File: src/rtl/divider_pkg.sv
`default_nettype none
// +------------------------------------------------------------------+
// | divider_pkg : shared types and op codes for the RV32M divider    |
// | Rev 1.0                                                          |
// +------------------------------------------------------------------+
package divider_pkg;

  localparam int XLEN = 32;

  localparam logic [1:0] DIV  = 2'b00;
  localparam logic [1:0] DIVU = 2'b01;
  localparam logic [1:0] REM  = 2'b10;
  localparam logic [1:0] REMU = 2'b11;

  typedef struct packed {
    logic            enable;
    logic [1:0]      op;
    logic [XLEN-1:0] data1;
    logic [XLEN-1:0] data2;
    logic            clear;
  } div_in_type;

  typedef struct packed {
    logic [XLEN-1:0] result;
    logic            ready;
  } div_out_type;

  function automatic logic [XLEN-1:0] twos_neg(input logic [XLEN-1:0] a);
    return ~a + 1'b1;
  endfunction

endpackage
`default_nettype wire

File: src/rtl/divider_if.sv
`default_nettype none
// +------------------------------------------------------------------+
// | divider_if : request/response bundle between execute and divider |
// | Rev 1.0                                                          |
// +------------------------------------------------------------------+
interface divider_if;
  import divider_pkg::*;

  div_in_type  req;
  div_out_type rsp;

  modport master (output req, input rsp);
  modport slave  (input req, output rsp);
endinterface
`default_nettype wire

File: src/rtl/divider_div_step.sv
`default_nettype none
// +------------------------------------------------------------------+
// | div_step : one restoring shift/trial-subtract iteration          |
// | Rev 1.0                                                          |
// +------------------------------------------------------------------+
module div_step
  import divider_pkg::*;
(
  input  logic [XLEN:0]   rem_i,
  input  logic [XLEN-1:0] quo_i,
  input  logic [XLEN-1:0] dvsr_i,
  output logic [XLEN:0]   rem_o,
  output logic [XLEN-1:0] quo_o
);

  logic [XLEN+1:0] shifted_w;
  logic [XLEN:0]   diff_w;
  logic            neg_w;

  assign shifted_w = {rem_i, quo_i[XLEN-1]};
  // Compare on the full shifted width so a stray top bit can never fake a fit.
  assign neg_w     = shifted_w < {2'b00, dvsr_i};
  assign diff_w    = shifted_w[XLEN:0] - {1'b0, dvsr_i};

  assign rem_o = neg_w ? shifted_w[XLEN:0] : diff_w;
  assign quo_o = {quo_i[XLEN-2:0], ~neg_w};

endmodule
`default_nettype wire

File: src/rtl/divider.sv
`default_nettype none
// +------------------------------------------------------------------+
// | divider : iterative RV32M DIV/DIVU/REM/REMU unit, one bit/cycle  |
// | Rev 1.0                                                          |
// +------------------------------------------------------------------+
module divider
  import divider_pkg::*;
(
  input  logic       clk_i,
  input  logic       rst_i,
  divider_if.slave   bus
);

  localparam int CNT_W = $clog2(XLEN);

  typedef enum logic [1:0] {
    IDLE = 2'd0,
    BUSY = 2'd1,
    DONE = 2'd2
  } state_t;

  state_t          state_q, state_d;
  logic [CNT_W-1:0] counter_q, counter_d;
  logic [1:0]      op_q, op_d;
  logic [XLEN:0]   rem_q, rem_d;
  logic [XLEN-1:0] quo_q, quo_d;
  logic [XLEN-1:0] dvsr_q, dvsr_d;
  logic            qneg_q, qneg_d;
  logic            rneg_q, rneg_d;
  logic            early_q, early_d;
  logic [XLEN-1:0] result_q, result_d;
  logic            ready_q, ready_d;

  div_in_type      req_w;
  logic            signed_w;
  logic            a_neg_w;
  logic            b_neg_w;
  logic            ovf_w;
  logic [XLEN:0]   step_rem_w;
  logic [XLEN-1:0] step_quo_w;
  logic [XLEN-1:0] quo_fix_w;
  logic [XLEN-1:0] rem_fix_w;

  assign req_w    = bus.req;
  assign signed_w = ~req_w.op[0];
  assign a_neg_w  = signed_w & req_w.data1[XLEN-1];
  assign b_neg_w  = signed_w & req_w.data2[XLEN-1];
  assign ovf_w    = signed_w && (req_w.data1 == {1'b1, {(XLEN-1){1'b0}}})
                             && (req_w.data2 == {XLEN{1'b1}});

  assign quo_fix_w = qneg_q ? twos_neg(quo_q) : quo_q;
  assign rem_fix_w = rneg_q ? twos_neg(rem_q[XLEN-1:0]) : rem_q[XLEN-1:0];

  div_step u_step (
    .rem_i  (rem_q),
    .quo_i  (quo_q),
    .dvsr_i (dvsr_q),
    .rem_o  (step_rem_w),
    .quo_o  (step_quo_w)
  );

  always_comb begin
    state_d   = state_q;
    counter_d = counter_q;
    op_d      = op_q;
    rem_d     = rem_q;
    quo_d     = quo_q;
    dvsr_d    = dvsr_q;
    qneg_d    = qneg_q;
    rneg_d    = rneg_q;
    early_d   = early_q;
    result_d  = result_q;
    ready_d   = 1'b0;

    if (req_w.clear) begin
      state_d = IDLE;
    end else begin
      case (state_q)
        IDLE: begin
          if (req_w.enable) begin
            op_d    = req_w.op;
            quo_d   = a_neg_w ? twos_neg(req_w.data1) : req_w.data1;
            dvsr_d  = b_neg_w ? twos_neg(req_w.data2) : req_w.data2;
            rem_d   = '0;
            qneg_d  = a_neg_w ^ b_neg_w;
            rneg_d  = a_neg_w;
            early_d = 1'b0;
            // Special cases publish their result straight away so ready lands in t+1.
            if (req_w.data2 == '0) begin
              quo_d    = '1;
              rem_d    = {1'b0, req_w.data1};
              qneg_d   = 1'b0;
              rneg_d   = 1'b0;
              early_d  = 1'b1;
              result_d = req_w.op[1] ? req_w.data1 : '1;
              ready_d  = 1'b1;
              state_d  = DONE;
            end else if (ovf_w) begin
              quo_d    = {1'b1, {(XLEN-1){1'b0}}};
              rem_d    = '0;
              qneg_d   = 1'b0;
              rneg_d   = 1'b0;
              early_d  = 1'b1;
              result_d = req_w.op[1] ? '0 : {1'b1, {(XLEN-1){1'b0}}};
              ready_d  = 1'b1;
              state_d  = DONE;
            end else begin
              counter_d = CNT_W'(XLEN - 1);
              state_d   = BUSY;
            end
          end
        end
        BUSY: begin
          rem_d = step_rem_w;
          quo_d = step_quo_w;
          if (counter_q == '0) begin
            state_d = DONE;
          end else begin
            counter_d = counter_q - 1'b1;
          end
        end
        DONE: begin
          state_d = IDLE;
          if (!early_q) begin
            result_d = op_q[1] ? rem_fix_w : quo_fix_w;
            ready_d  = 1'b1;
          end
        end
        default: state_d = IDLE;
      endcase
    end
  end

  always_ff @(posedge clk_i) begin
    if (rst_i) begin
      state_q   <= IDLE;
      counter_q <= '0;
      op_q      <= '0;
      rem_q     <= '0;
      quo_q     <= '0;
      dvsr_q    <= '0;
      qneg_q    <= 1'b0;
      rneg_q    <= 1'b0;
      early_q   <= 1'b0;
      result_q  <= '0;
      ready_q   <= 1'b0;
    end else begin
      state_q   <= state_d;
      counter_q <= counter_d;
      op_q      <= op_d;
      rem_q     <= rem_d;
      quo_q     <= quo_d;
      dvsr_q    <= dvsr_d;
      qneg_q    <= qneg_d;
      rneg_q    <= rneg_d;
      early_q   <= early_d;
      result_q  <= result_d;
      ready_q   <= ready_d;
    end
  end

  assign bus.rsp = '{result: result_q, ready: ready_q};

endmodule
`default_nettype wire

File: src/flat_wrapper.sv
// flat-port wrapper written by rule: the top's interface ports become plain ports
module divider_flat import divider_pkg::*;
  (clk_i, rst_i, bus_req, bus_rsp);
  divider_if bus_i ();
  input  logic clk_i;
  input  logic rst_i;
  input wire logic [$bits(bus_i.req)-1:0] bus_req;
  output wire logic [$bits(bus_i.rsp)-1:0] bus_rsp;
  assign bus_i.req = bus_req;
  assign bus_rsp = bus_i.rsp;
  divider u_core (.clk_i(clk_i), .rst_i(rst_i), .bus(bus_i));
endmodule
File: config.mk
export PLATFORM = sky130hd
export DESIGN_NAME = divider_flat
export DESIGN_NICKNAME = d
export VERILOG_FILES = /design/src/rtl/divider_pkg.sv /design/src/rtl/divider_if.sv /design/src/rtl/divider_div_step.sv /design/src/rtl/divider.sv /design/src/flat_wrapper.sv
export SDC_FILE = /design/constraint.sdc
export NUM_CORES = 1
export LEC_CHECK = 0
export BUFFER_PORTS_ARGS = -buffer_cell sky130_fd_sc_hd__buf_4
export CORE_AREA = 2 2 153 155
export CTS_CLUSTER_SIZE = 16
export DETAILED_ROUTE_END_ITERATION = 6
export DIE_AREA = 0 0 155 157
export PLACE_DENSITY = 0.68
export SLEW_MARGIN = 40
export SYNTH_ARGS = -nofsm -noshare
export SYNTH_HDL_FRONTEND = slang
export SYNTH_SLANG_ARGS = --single-unit
export TNS_END_PERCENT = 100
File: constraint.sdc
create_clock -name clk_i -period 3.8 [get_ports clk_i]
set_input_delay 0.38 -clock clk_i [delete_from_list [all_inputs] [get_ports clk_i]]
set_output_delay 0.38 -clock clk_i [all_outputs]
set_load 0.01 [all_outputs]
## Word level (Yosys, flattened, before mapping)

Cells that the tools add are included.

- Mux-type cells: 39
- $add $sub $neg: 6
- Eq/ne operators: 11
- Bitwise logic cells: 10
- Order comparisons: 1
- Reduce and logical (&&, ||, !) cells: 13

Operators with widths:

| cell | number |
|---|---|
| $mux W32 | 15 |
| $add A32 B1 Y32 const B | 4 |
| $not A32 Y32 | 4 |
| $pmux W32 S2 | 2 |
| $mux W33 | 2 |
| $pmux W33 S2 | 1 |
| $eq A32 B32 Y1 const B | 2 |
| $lt A34 B32 Y1 | 1 |
| $sub A33 B32 Y33 | 1 |
| $logic_not A32 Y1 | 1 |
| $mux W5 | 4 |
| $ne A2 B2 Y1 const B | 5 |
| $pmux W5 S2 | 1 |
| $mux W1 | 8 |
| $mux W2 | 4 |
| $reduce_and A3 Y1 | 2 |
| $reduce_and A6 Y1 | 1 |
| $logic_not A5 Y1 | 1 |
| $reduce_and A5 Y1 | 1 |
| $sub A5 B1 Y5 const B | 1 |
| $pmux W2 S2 | 1 |
| $reduce_bool A2 Y1 | 2 |
| $ne A3 B1 Y1 const B | 1 |
| $not A1 Y1 | 3 |
| 10 further kinds | 12 |

- Input port bits: 70
- Bits in registers: 142
- Output and inout port bits: 33

## Longest topological paths before layout

Gate-level depths: netlist of the first run.

- Depth after elaboration: 7
- Mapped depth: 13
- Depth with buffers taken out: 12

## Modules after synthesis

From an unflattened synthesis of the first run, not the netlist that was laid out.

- Cell total of the unflattened synthesis: 1,492
- Area, all modules: 11,642.4 um2

Modules (own cells, without submodules):

| module | seq. area each (um2) | area an instance (um2) | cells each | times used |
|---|---|---|---|---|
| divider | 2,822.7 | 8,918.6 | 1,135 | 1 |
| div_step | 0.0 | 2,723.9 | 357 | 1 |

## Least setup slack after synthesis of the first run

Ideal clock, no wire load.

- Kind: reg-to-reg
- From: register u_core.quo_q[31]
- To: register u_core.rem_q[32]
- Setup slack: 798 ps
- Data required time: 3,738 ps
- Arrival time: 2,940 ps
- Cell stages (with the launch flop): 13
- Cell sequence: dfxtp_1 -> inv_1 -> ha_1 -> inv_1 -> fa_1 -> a21o_1 -> a221o_1 -> a211oi_1 -> o2111ai_1 -> o211ai_1 -> nor3_1 -> or4_1 -> nand3_1

- Cells in the longest elaborated chain, start to end: 3
- Elaborated cells between the ends (all ways): 4
- Those cells by class: 1 x add/sub; 1 x order compare; 2 x mux

Ends and longest elaborated chain:

| item | RTL line | source |
|---|---|---|
| start, declared | divider.sv:26 | `logic [XLEN-1:0] quo_q, quo_d;` |
| start signal, assigned | divider.sv:152 | `quo_q <= quo_d;` |
| $sub A33 B32 Y33 or $lt A34 B32 Y1 (tied branches) | divider_div_step.sv:23, divider_div_step.sv:22 |  |
| $mux W33 (*) | divider_div_step.sv:25 | `assign rem_o = neg_w ? shifted_w[XLEN:0] : diff_w;` |
| $pmux W33 S2 (*) | divider.sv:78 | `case (state_q)` |
| end signal, assigned | divider.sv:151 | `rem_q <= rem_d;` |
| end, declared | divider.sv:25 | `logic [XLEN:0] rem_q, rem_d;` |

Every way passes the cells marked *; elsewhere a longest branch is shown, timed or not.
A chain may end at the register's enable or synchronous reset.

## Worst setup path after layout of the first run

- From: register u_core.quo_q[31]
- To: register u_core.rem_q[5]

Same word-level chain as after synthesis.

==> metrics.yaml, run 1 <==
status:
  status: "complete, no violations"
timing:
  fin_skew_ps: 10.56
  drv_slew: 0
  max_slew.worst_pin.slew_ps: 866.3
  final_setup_violation_count: 0
  max_clock_freq_ghz: 0.2789
  timing.hold.ws_ps: 133.8
  finalHoldViolCount: 0
  post-route-period-util_pct: 94.35
  rsz0062_at_grt: "false"
  totalNegativeSetupSlack_ps: 0
  timing.final.crit_period_ps: 3585
  relSlewSlack_pct: 42.24
  fin_ws_ps: 214.6
clock_network:
  clk_root_buffer_cell: "clkbuf_16"
  clock_insertion_delay_worst_skew_ps: 430
  cts-htree-levels: 4
  clk_pin_slew_ps: 60
  cts_sinks: 141
  tritoncts_clock_tree: "built"
  clk_path_buf_depth: 2
  count_of_hold_buffers_inserted_by_post_cts_repair: 0
  post-cts-setup-buffers: 0
  ctsResizeCount: 0
  cts_inserted_buffers: 17
finish:
  instances_no_fill: 1854
  design.final.nets: 1666
  drive_above_1_share_pct: 14.21
  area_growth_pct: 16.00
  final_core_util_pct: 57.24
  layout.cells.most_common: "nor2_1"
  final.fill_count: 2158
  antenna-diode-count: 0
  most_frequent_cells_in_the_layout: "nor2_1, buf_4, dfxtp_1, a21oi_1, nand2_1"
  final_area_mm2: 0.01288
global_route:
  grt_pass1_wl_mm: 58.06
  globalRouteOverflowTotal: 0
  grtUsageMet3_pct: 4.681
  maximum_number_of_pins_on_one_net_before_global_route_repair: 67
  grt_util_met2_pct: 46.26
  top_usage_layer: "met2"
  vias_in_the_first_global_route: 10460
  antenna_found_initial: 1
  grt_util_met1_pct: 42.64
  track_usage_pct: 30.20
routing:
  drt_iter0_markers: 985
  route.detailed.vias_per_inst: 6.275
  wl_per_cell_um: 19.82
  number_of_nets_still_failing_antenna_checks_after_routing: 0
  detail_route.drc_violations: 0
  drt-pass1-iter-count: 6
  routed_wirelength_mm: 36.75
  dr_total_vias: 11630
power_and_ir_drop:
  ir_worst_vdd_v: 0.0001947
  power.internal_mw: 3.491
  power-per-cell-area_mw_per_mm2: 411.4
  net-switching-power_mw: 1.808
  totalPowerFinal_mw: 5.299
  share_clk_of_total_power_pct: 36.5
  power.share.combinational_pct: 31.9
  power.share.switching_pct: 34.12
  power_frac_seq_pct: 31.6
  power.static_leakage_nw: 5.044
worst_setup_path:
  worstPathRequired_ps: 4080
  setup.worst_path.class: "register to register"
  worst-endpoint-arrival_ps: 3870
  cp-start-kind: "register"
  crit_fanout: 17
  critPathCaptureType: "register"
logic_synthesis:
  yosys_register_bits: 141
  yosysWarnings: 0
  synth_top_family_by_area: "compound AO/OA/AOI/OAI gates"
  synthCells: 1488
  synthesis.nets: 1598
  synth.distinct_cells: 77
  syn_avg_cell_area_um2: 7.462
  post_synth_edffs: 0
  synth_compound_area_share_pct: 29.99
  post_synth_mux_area_share_pct: 1.769
  post_synth_and_or_nand_nor_area_fraction_pct: 21.81
  post_synth_xor_area_fraction_pct: 10.96
  adder_cell_fraction_of_synth_area_pct: 4.575
  asyncSetResetFlopFracSynth_pct: 0
  dominantRegCellSynth: "dfxtp_1"
  synth-seq-area-share_pct: 25.42
  cell_area_after_synthesis_mm2: 0.01110
floorplanning:
  row_count: 55
  die_y_um: 157
  die_x_um: 155
  top_level_ports: 103
  core_region_area_mm2: 0.02250
  die-area_mm2: 0.02434
  initial_core_util_pct: 49.34
hold_path:
  worst_hold_path_type: "input port to register"
place:
  detailedPlacementHpwl_mm: 27.42
  numPlacedInstances: 1822
  post_dp_cell_area_mm2: 0.01221
  pre_cts_ws_ps: 311.4
  port-buffer-count: 102
  place.gp.congestion: 0.9521
job:
  drv_cap: 0
flip-flops by register name (all words and copies together) (netlist names):
signal and cells:
u_core.dvsr_q 32, u_core.counter_q 5, u_core.quo_q 32, u_core.rem_q 33
u_core.state_q 2, u_core.rneg_q 1, u_core.early_q 1, u_core.qneg_q 1
u_core.result_q 32, u_core.ready_q 1, u_core.op_q 1
synth_stat cells, types with 17 or more instances:
master / n / area (um^2)
o41ai_1: 18 / 157.7
a31oi_1: 18 / 112.6
xnor2_1: 72 / 630.6
inv_1: 57 / 214.0
o31ai_1: 21 / 157.7
o21ai_0: 96 / 480.5
nor3_1: 49 / 245.2
a21oi_1: 120 / 600.6
ha_1: 39 / 488.0
a211oi_1: 50 / 375.4
nand2b_1: 19 / 118.9
or3_1: 17 / 106.4
xor2_1: 67 / 586.8
a21o_1: 26 / 195.2
nand2_1: 114 / 427.9
nand3_1: 26 / 130.1
dfxtp_1: 141 / 2823
a221oi_1: 33 / 289.0
clkbuf_1: 81 / 304.0
nor2_1: 172 / 645.6
o211ai_1: 18 / 135.1
kinds of logic after synthesis:
logic type,count (synthesis)
AO/OA/AOI/OAI,498
XOR/XNOR,139
adder cells (fa/ha/maj),40
buffers and inverters,156
flip-flops,141
multiplexers,18
AND/OR/NAND/NOR,496
layout make-up:
type                            instances  area [um^2]  share of cell area (%)
Timing Repair Buffer                  146         1096                   8.510
Multi-Input combinational cell       1191         7714                   59.89
Sequential cell                       141         2823                   21.92
Tap cell                              285        356.6                   2.769
Clock inverter                         15        244.0                   1.894
Inverter                               59        221.5                   1.719
Clock buffer                           17        425.4                   3.303
power by group through the flow:
| stage | Sequential (mW) | Clock [mW] | Combinational, mW |
|---|---|---|---|
| 2_1_floorplan | 1.67 | 0 | 1.18 |
| 3_3_place_gp | 1.70 | 0 | 1.64 |
| 3_5_place_dp | 1.70 | 0 | 1.64 |
| 4_1_cts | 1.67 | 1.94 | 1.66 |
| 5_1_grt | 1.69 | 2.01 | 1.85 |
| 6_report | 1.67 | 1.93 | 1.69 |
metal layers:
layer  part of all wire [%]  vias to the layer above
li1                       -                     5631
met1                     45                     5341
met2                     43                      575
met3                    8.7                       84
met4                    3.3                        2
met5                  0.035                        -
worst max-delay path, stage by stage (launching register included):
cell      delay (ps)
dfxtp_1          300
inv_1            120
ha_1             190
inv_1             60
fa_1             390
a21o_1           200
a221o_1          320
a21oi_1          280
nor3_1           120
or3_1            650
mux2_2           410
a221oi_1         300
nor3_1            90
final timing paths:
path / start / end / slack (ps) / cells after the start
hold reg to reg: u_core.result_q[14] / u_core.result_q[14] / 440 / 2
hold / removal: bus_req[0] / u_core.state_q[0] / 130 / 2
setup reg to reg: u_core.quo_q[31] / u_core.rem_q[5] / 210 / 12
setup / recovery: u_core.quo_q[31] / u_core.rem_q[5] / 210 / 12
Power figures use the tool's default switching activity.
==> inputs of run 2 (changes only) <==
PLACE_DENSITY = unset   (was 0.68)
PLACE_DENSITY_LB_ADDON = 0.1   (was unset)
==> metrics.yaml, run 2 (synthesis results as in run 1) <==
clock_network:
  clk_pin_slew_ps: 60  # about the same
  clock_insertion_delay_worst_skew_ps: 440  # about the same
  clk_root_buffer_cell: "clkbuf_16"
  cts_inserted_buffers: 17  # unchanged
  ctsResizeCount: 0  # unchanged
  post-cts-setup-buffers: 0  # unchanged
  cts-htree-levels: 4  # unchanged
  tritoncts_clock_tree: "built"
  clk_path_buf_depth: 2  # unchanged
  cts_sinks: 141  # unchanged
  count_of_hold_buffers_inserted_by_post_cts_repair: 0  # unchanged
timing:
  timing.hold.ws_ps: 147.3  # +13.44 ps
  drv_slew: 0  # unchanged
  rsz0062_at_grt: "false"
  finalHoldViolCount: 0  # unchanged
  totalNegativeSetupSlack_ps: 0  # unchanged
  fin_skew_ps: 8.250  # -2.306 ps
  fin_ws_ps: 225.1  # +10.57 ps
  final_setup_violation_count: 0  # unchanged
  max_slew.worst_pin.slew_ps: 792.0  # -74.34 ps
  timing.final.crit_period_ps: 3575  # -10.57 ps
  post-route-period-util_pct: 94.08  # -0.28 points
  max_clock_freq_ghz: 0.2797  # +0.30%
  relSlewSlack_pct: 47.00  # +4.8 points
global_route:
  globalRouteOverflowTotal: 0  # unchanged
  grt_pass1_wl_mm: 58.03  # about the same
  antenna_found_initial: 0  # -1
  track_usage_pct: 30.15  # -0.049 points
  maximum_number_of_pins_on_one_net_before_global_route_repair: 54  # -19%
  vias_in_the_first_global_route: 10440  # -0.19%
worst_setup_path:
  critical_path_cell_with_the_highest_stage_delay: "or3_1"
  ff2ff_setup_slack_ps: 230  # about the same
  critPathCapture: "u_core.rem_q[1]"
  launching_element_of_the_worst_setup_path: "u_core.quo_q[31]"
  r2r_end: "u_core.rem_q[1]"
  worst_path_most_repeated_cell: "inv_1"
  critPathCaptureType: "register"
  crit_buf_inv: 2  # unchanged
  worst-endpoint-arrival_ps: 3870  # about the same
  worst_path_largest_cell_delay_ps: 640  # about the same
  cp-start-kind: "register"
  crit_family: "compound AO/OA/AOI/OAI gates"
  timing.critical_path.cells: "inv_1, ha_1, inv_1, fa_1, a21o_1, a221o_1, a21oi_1, nor3_1, or3_1, mux2_2, a221oi_1, a211oi_1"
  rr_startpoint: "u_core.quo_q[31]"
  crit_fanout: 17  # unchanged
  critical_path_cell_count: 12  # unchanged
  r2r.worst_path.cells: 12  # unchanged
  worstPathRequired_ps: 4090  # about the same
  setup.worst_path.class: "register to register"
routing:
  drt-pass1-iter-count: 5  # -1
  detail_route.drc_violations: 0  # unchanged
  wl_per_cell_um: 19.84  # about the same
  routed_wirelength_mm: 36.64  # -0.30%
  route.detailed.vias_per_inst: 6.256  # -0.29%
  dr_total_vias: 11560  # -0.67%
  number_of_nets_still_failing_antenna_checks_after_routing: 0  # unchanged
  drt_iter0_markers: 911  # -7.5%
status:
  status: "complete, no violations"
place:
  numPlacedInstances: 1816  # -0.33%
  detailedPlacementHpwl_mm: 27.58  # +0.59%
  port-buffer-count: 102  # unchanged
  pre_cts_ws_ps: 322.3  # +10.87 ps
  place.gp.congestion: 0.9396  # -1.3%
power_and_ir_drop:
  power-per-cell-area_mw_per_mm2: 396.9  # -3.5%
  power.static_leakage_nw: 4.972  # -1.4%
  ir_worst_vdd_v: 0.0002881  # +48%
finish:
  drive_above_1_share_pct: 13.76  # -0.45 points
  instances_no_fill: 1847  # -0.38%
  most_frequent_cells_in_the_layout: "nor2_1, dfxtp_1, buf_4, a21oi_1, nand2_1"
  largest_register_ffs: 33  # unchanged
  layout.cells.most_common: "nor2_1"
  area_growth_pct: 15.01
  design.final.nets: 1660  # -0.36%
  antenna-diode-count: 0  # unchanged
  largest_register_by_flop_count: "u_core.rem_q"
floorplanning:
  top_level_ports: 103  # unchanged
  core_region_area_mm2: 0.02250  # unchanged
  die-area_mm2: 0.02434  # unchanged
  die_y_um: 157  # unchanged
  die_x_um: 155  # unchanged
  initial_core_util_pct: 49.34  # unchanged
  row_count: 55  # unchanged
hold_path:
  worst_hold_path_type: "input port to register"
job:
  drv_cap: 0  # unchanged
## run 2: cell count changes in the layout (fill, tap and decap cells not counted), moves of 3 or more
cell	delta
buf_4	-7
bufinv_16	-3
clkinv_4	-3
clkinvlp_4	+3
## run 2: cell type report
class	count	area, um^2
Clock buffer	19	442.9
Fill cell	2178	9733
Inverter	59	221.5
Clock inverter	12	146.4
Sequential cell	141	2823
Multi-Input combinational cell	1191	7716
Timing Repair Buffer	140	1064
Tap cell	285	356.6
## run 2: report_power, final
part	total, mW	internal, mW	switching [mW]	leakage, nW
Clock	1.73	1.04	0.686	0.284
Combinational	1.66	0.684	0.977	3.53
Sequential	1.68	1.57	0.117	1.15
## run 2: through the flow
| step | utilization [%] | power [mW] | area (um^2) |
|---|---|---|---|
| after floorplan | - | 2.844 | 11100 |
| after global placement | 54.08 | 3.324 | 12170 |
| after detailed placement | 54.11 | 3.333 | 12180 |
| after CTS | 56.73 | 5.054 | 12760 |
| after global routing | 56.75 | 5.317 | 12770 |
| final | 56.75 | 5.068 | 12770 |
## run 2: how the worst min path moves through the flow
stage / startpoint / to / slack [ps] / cells after the start
CTS: bus_req[0] / u_core.state_q[0] / 140 / 2
global placement: u_core.result_q[14] / u_core.result_q[14] / 440 / 2
finish: bus_req[0] / u_core.state_q[0] / 150 / 2
floorplan: u_core.dvsr_q[22] / u_core.dvsr_q[22] / 430 / 2
global route: bus_req[0] / u_core.state_q[0] / 150 / 2
detailed placement: u_core.result_q[14] / u_core.result_q[14] / 440 / 2
## run 2: routing by layer
layer	vias up	GRT usage [%]	wire [um]
li1	5629	-	-
met1	5403	42.37	16840
met2	475	47.60	16350
met3	48	4.047	2564
met4	0	10.27	890
met5	-	0	0
## run 2: worst register-to-register path, stage by stage, from the launching register on
cell and delay (ps):
dfxtp_1 300, inv_1 130, ha_1 200, inv_1 50
fa_1 400, a21o_1 200, a221o_1 320, a21oi_1 260
nor3_1 110, or3_1 640, mux2_2 400, a221oi_1 330
a211oi_1 100
==> inputs of run 3 (changes only) <==
REMOVE_ABC_BUFFERS = 1   (was unset)
==> metrics.yaml, run 3 (synthesis results as in run 1) <==
worst_setup_path:
  worstPathRequired_ps: 4090  # about the same
  critPathCaptureType: "register"
  worst-endpoint-arrival_ps: 3840  # -30 ps
  crit_fanout: 18  # +1
  setup.worst_path.class: "register to register"
  cp-start-kind: "register"
floorplanning:
  row_count: 55  # unchanged
  die_y_um: 157  # unchanged
  die-area_mm2: 0.02434  # unchanged
  initial_core_util_pct: 49.34  # unchanged
  core_region_area_mm2: 0.02250  # unchanged
  top_level_ports: 103  # unchanged
  die_x_um: 155  # unchanged
routing:
  routed_wirelength_mm: 37.93  # +3.5%
  detail_route.drc_violations: 0  # unchanged
  drt-pass1-iter-count: 5  # unchanged
  route.detailed.vias_per_inst: 6.241  # -0.24%
  drt_iter0_markers: 1063  # +17%
  wl_per_cell_um: 20.44  # +3.0%
  dr_total_vias: 11580  # +0.24%
  number_of_nets_still_failing_antenna_checks_after_routing: 0  # unchanged
finish:
  largest_register_ffs: 33  # unchanged
  ff_latch_area_mm2: 0.002823  # unchanged
  final_area_mm2: 0.01287  # +0.79%
  multi_input_comb_area_mm2: 0.007717  # about the same
  area_growth_pct: 15.92
  design.final.nets: 1668  # +0.48%
  final_core_util_pct: 57.20  # +0.45 points
  final.fill_count: 2175  # -0.14%
  antenna-diode-count: 0  # unchanged
  instances_no_fill: 1856  # +0.49%
  drive_above_1_share_pct: 14.51  # +0.75 points
  most_frequent_cells_in_the_layout: "nor2_1, buf_4, dfxtp_1, a21oi_1, nand2_1"
  layout.cells.most_common: "nor2_1"
  largest_register_by_flop_count: "u_core.rem_q"
timing:
  totalNegativeSetupSlack_ps: 0  # unchanged
  rsz0062_at_grt: "false"
  finalHoldViolCount: 0  # unchanged
  post-route-period-util_pct: 93.35  # -0.73 points
  drv_slew: 0  # unchanged
  relSlewSlack_pct: 43.88  # -3.1 points
  final_setup_violation_count: 0  # unchanged
  max_slew.worst_pin.slew_ps: 838.7  # +46.71 ps
  fin_skew_ps: 12.25  # +4.000 ps
  timing.hold.ws_ps: 166.0  # +18.73 ps
  timing.final.crit_period_ps: 3547  # -27.70 ps
  max_clock_freq_ghz: 0.2819  # +0.78%
global_route:
  top_usage_layer: "met2"
  antenna_found_initial: 0  # unchanged
  globalRouteOverflowTotal: 0  # unchanged
  maximum_number_of_pins_on_one_net_before_global_route_repair: 46  # -15%
  grt_util_met1_pct: 42.72  # +0.35 points
  grt_util_met2_pct: 49.97  # +2.4 points
  grt_pass1_wl_mm: 59.98  # +3.4%
  track_usage_pct: 31.27  # +1.1 points
  grtUsageMet3_pct: 5.231  # +1.2 points
  vias_in_the_first_global_route: 10830  # +3.7%
power_and_ir_drop:
  ir_worst_vdd_v: 0.0003107  # +7.9%
  power.share.combinational_pct: 32.3  # -0.5 points
  power.internal_mw: 3.390  # +3.1%
  power.static_leakage_nw: 5.034  # +1.2%
  net-switching-power_mw: 1.825  # +2.5%
  power.share.switching_pct: 34.99  # -0.12 points
  power-per-cell-area_mw_per_mm2: 405.2  # +2.1%
  share_clk_of_total_power_pct: 35.7  # +1.7 points
  power_frac_seq_pct: 32.0  # -1.2 points
clock_network:
  cts-htree-levels: 4  # unchanged
  cts_inserted_buffers: 17  # unchanged
  clk_path_buf_depth: 2  # unchanged
  cts_sinks: 141  # unchanged
  tritoncts_clock_tree: "built"
  clock_insertion_delay_worst_skew_ps: 440  # about the same
  clk_pin_slew_ps: 60  # about the same
  clk_root_buffer_cell: "clkbuf_16"
place:
  numPlacedInstances: 1824  # +0.44%
  port-buffer-count: 102  # unchanged
  detailedPlacementHpwl_mm: 28.11  # +1.9%
  post_dp_cell_area_mm2: 0.01223  # +0.44%
  place.gp.congestion: 0.9324  # -0.77%
job:
  drv_cap: 0  # unchanged
hold_path:
  worst_hold_path_type: "input port to register"
status:
  status: "complete, no violations"
run 3: cell count changes in the layout (fill, tap and decap cells not counted), moves of 2 or more:
cell / change
inv_6: +2
clkinv_2: -2
nor2_1: -2
nor2_2: +2
buf_4: +9
run 3: metal layers:
layer / vias up / share of wire (%)
li1: 5637 / -
met1: 5391 / 45
met2: 496 / 45
met3: 59 / 8.2
met4: 0 / 2.4
met5: - / 0
run 3: final timing paths:
kind | slack (ps) | to | from | cells after the start
setup / recovery | 250 | u_core.rem_q[1] | u_core.quo_q[31] | 12
hold / removal | 170 | u_core.state_q[0] | bus_req[0] | 2
setup reg to reg | 250 | u_core.rem_q[1] | u_core.quo_q[31] | 12
hold reg to reg | 450 | u_core.dvsr_q[22] | u_core.dvsr_q[22] | 2
run 3: layout make-up:
cell class	instances	area share [%]
inverter	59	1.730
clock buffer	19	3.519
sequential	141	21.93
multi-input combinational	1191	59.96
clock inverter	13	1.458
tap	285	2.770
timing repair buffer	148	8.632
run 3: per-stage QoR:
stage | power, mW | setup slack (ps)
after floorplan | 2.802 | -1073
after global placement | 3.335 | 345.2
after detailed placement | 3.346 | 223.9
after CTS | 5.196 | 217.0
after global routing | 5.466 | 57.17
final | 5.215 | 252.8
run 3: worst max-delay path, cell delays in order, from the launching register on:
cell,delay [ps]
dfxtp_1,300
inv_1,120
ha_1,190
inv_1,50
fa_1,410
a21o_1,220
a221o_1,330
a21oi_1,280
nor3_1,120
or3_2,670
mux2_2,360
a221oi_1,280
a211oi_1,70
run 3: power by group through the flow:
stage | Sequential, mW | Clock, mW | Combinational [mW]
6_report | 1.67 | 1.86 | 1.68
5_1_grt | 1.68 | 1.93 | 1.85
4_1_cts | 1.67 | 1.87 | 1.66
3_5_place_dp | 1.70 | 0 | 1.65
3_3_place_gp | 1.70 | 0 | 1.64
2_1_floorplan | 1.68 | 0 | 1.13
run 3: what timing repair did:
action                     CTS  global route
setup buffers                0             0
hold buffers                 0             0
setup endpoints to repair    0             1
resized for setup            0             1
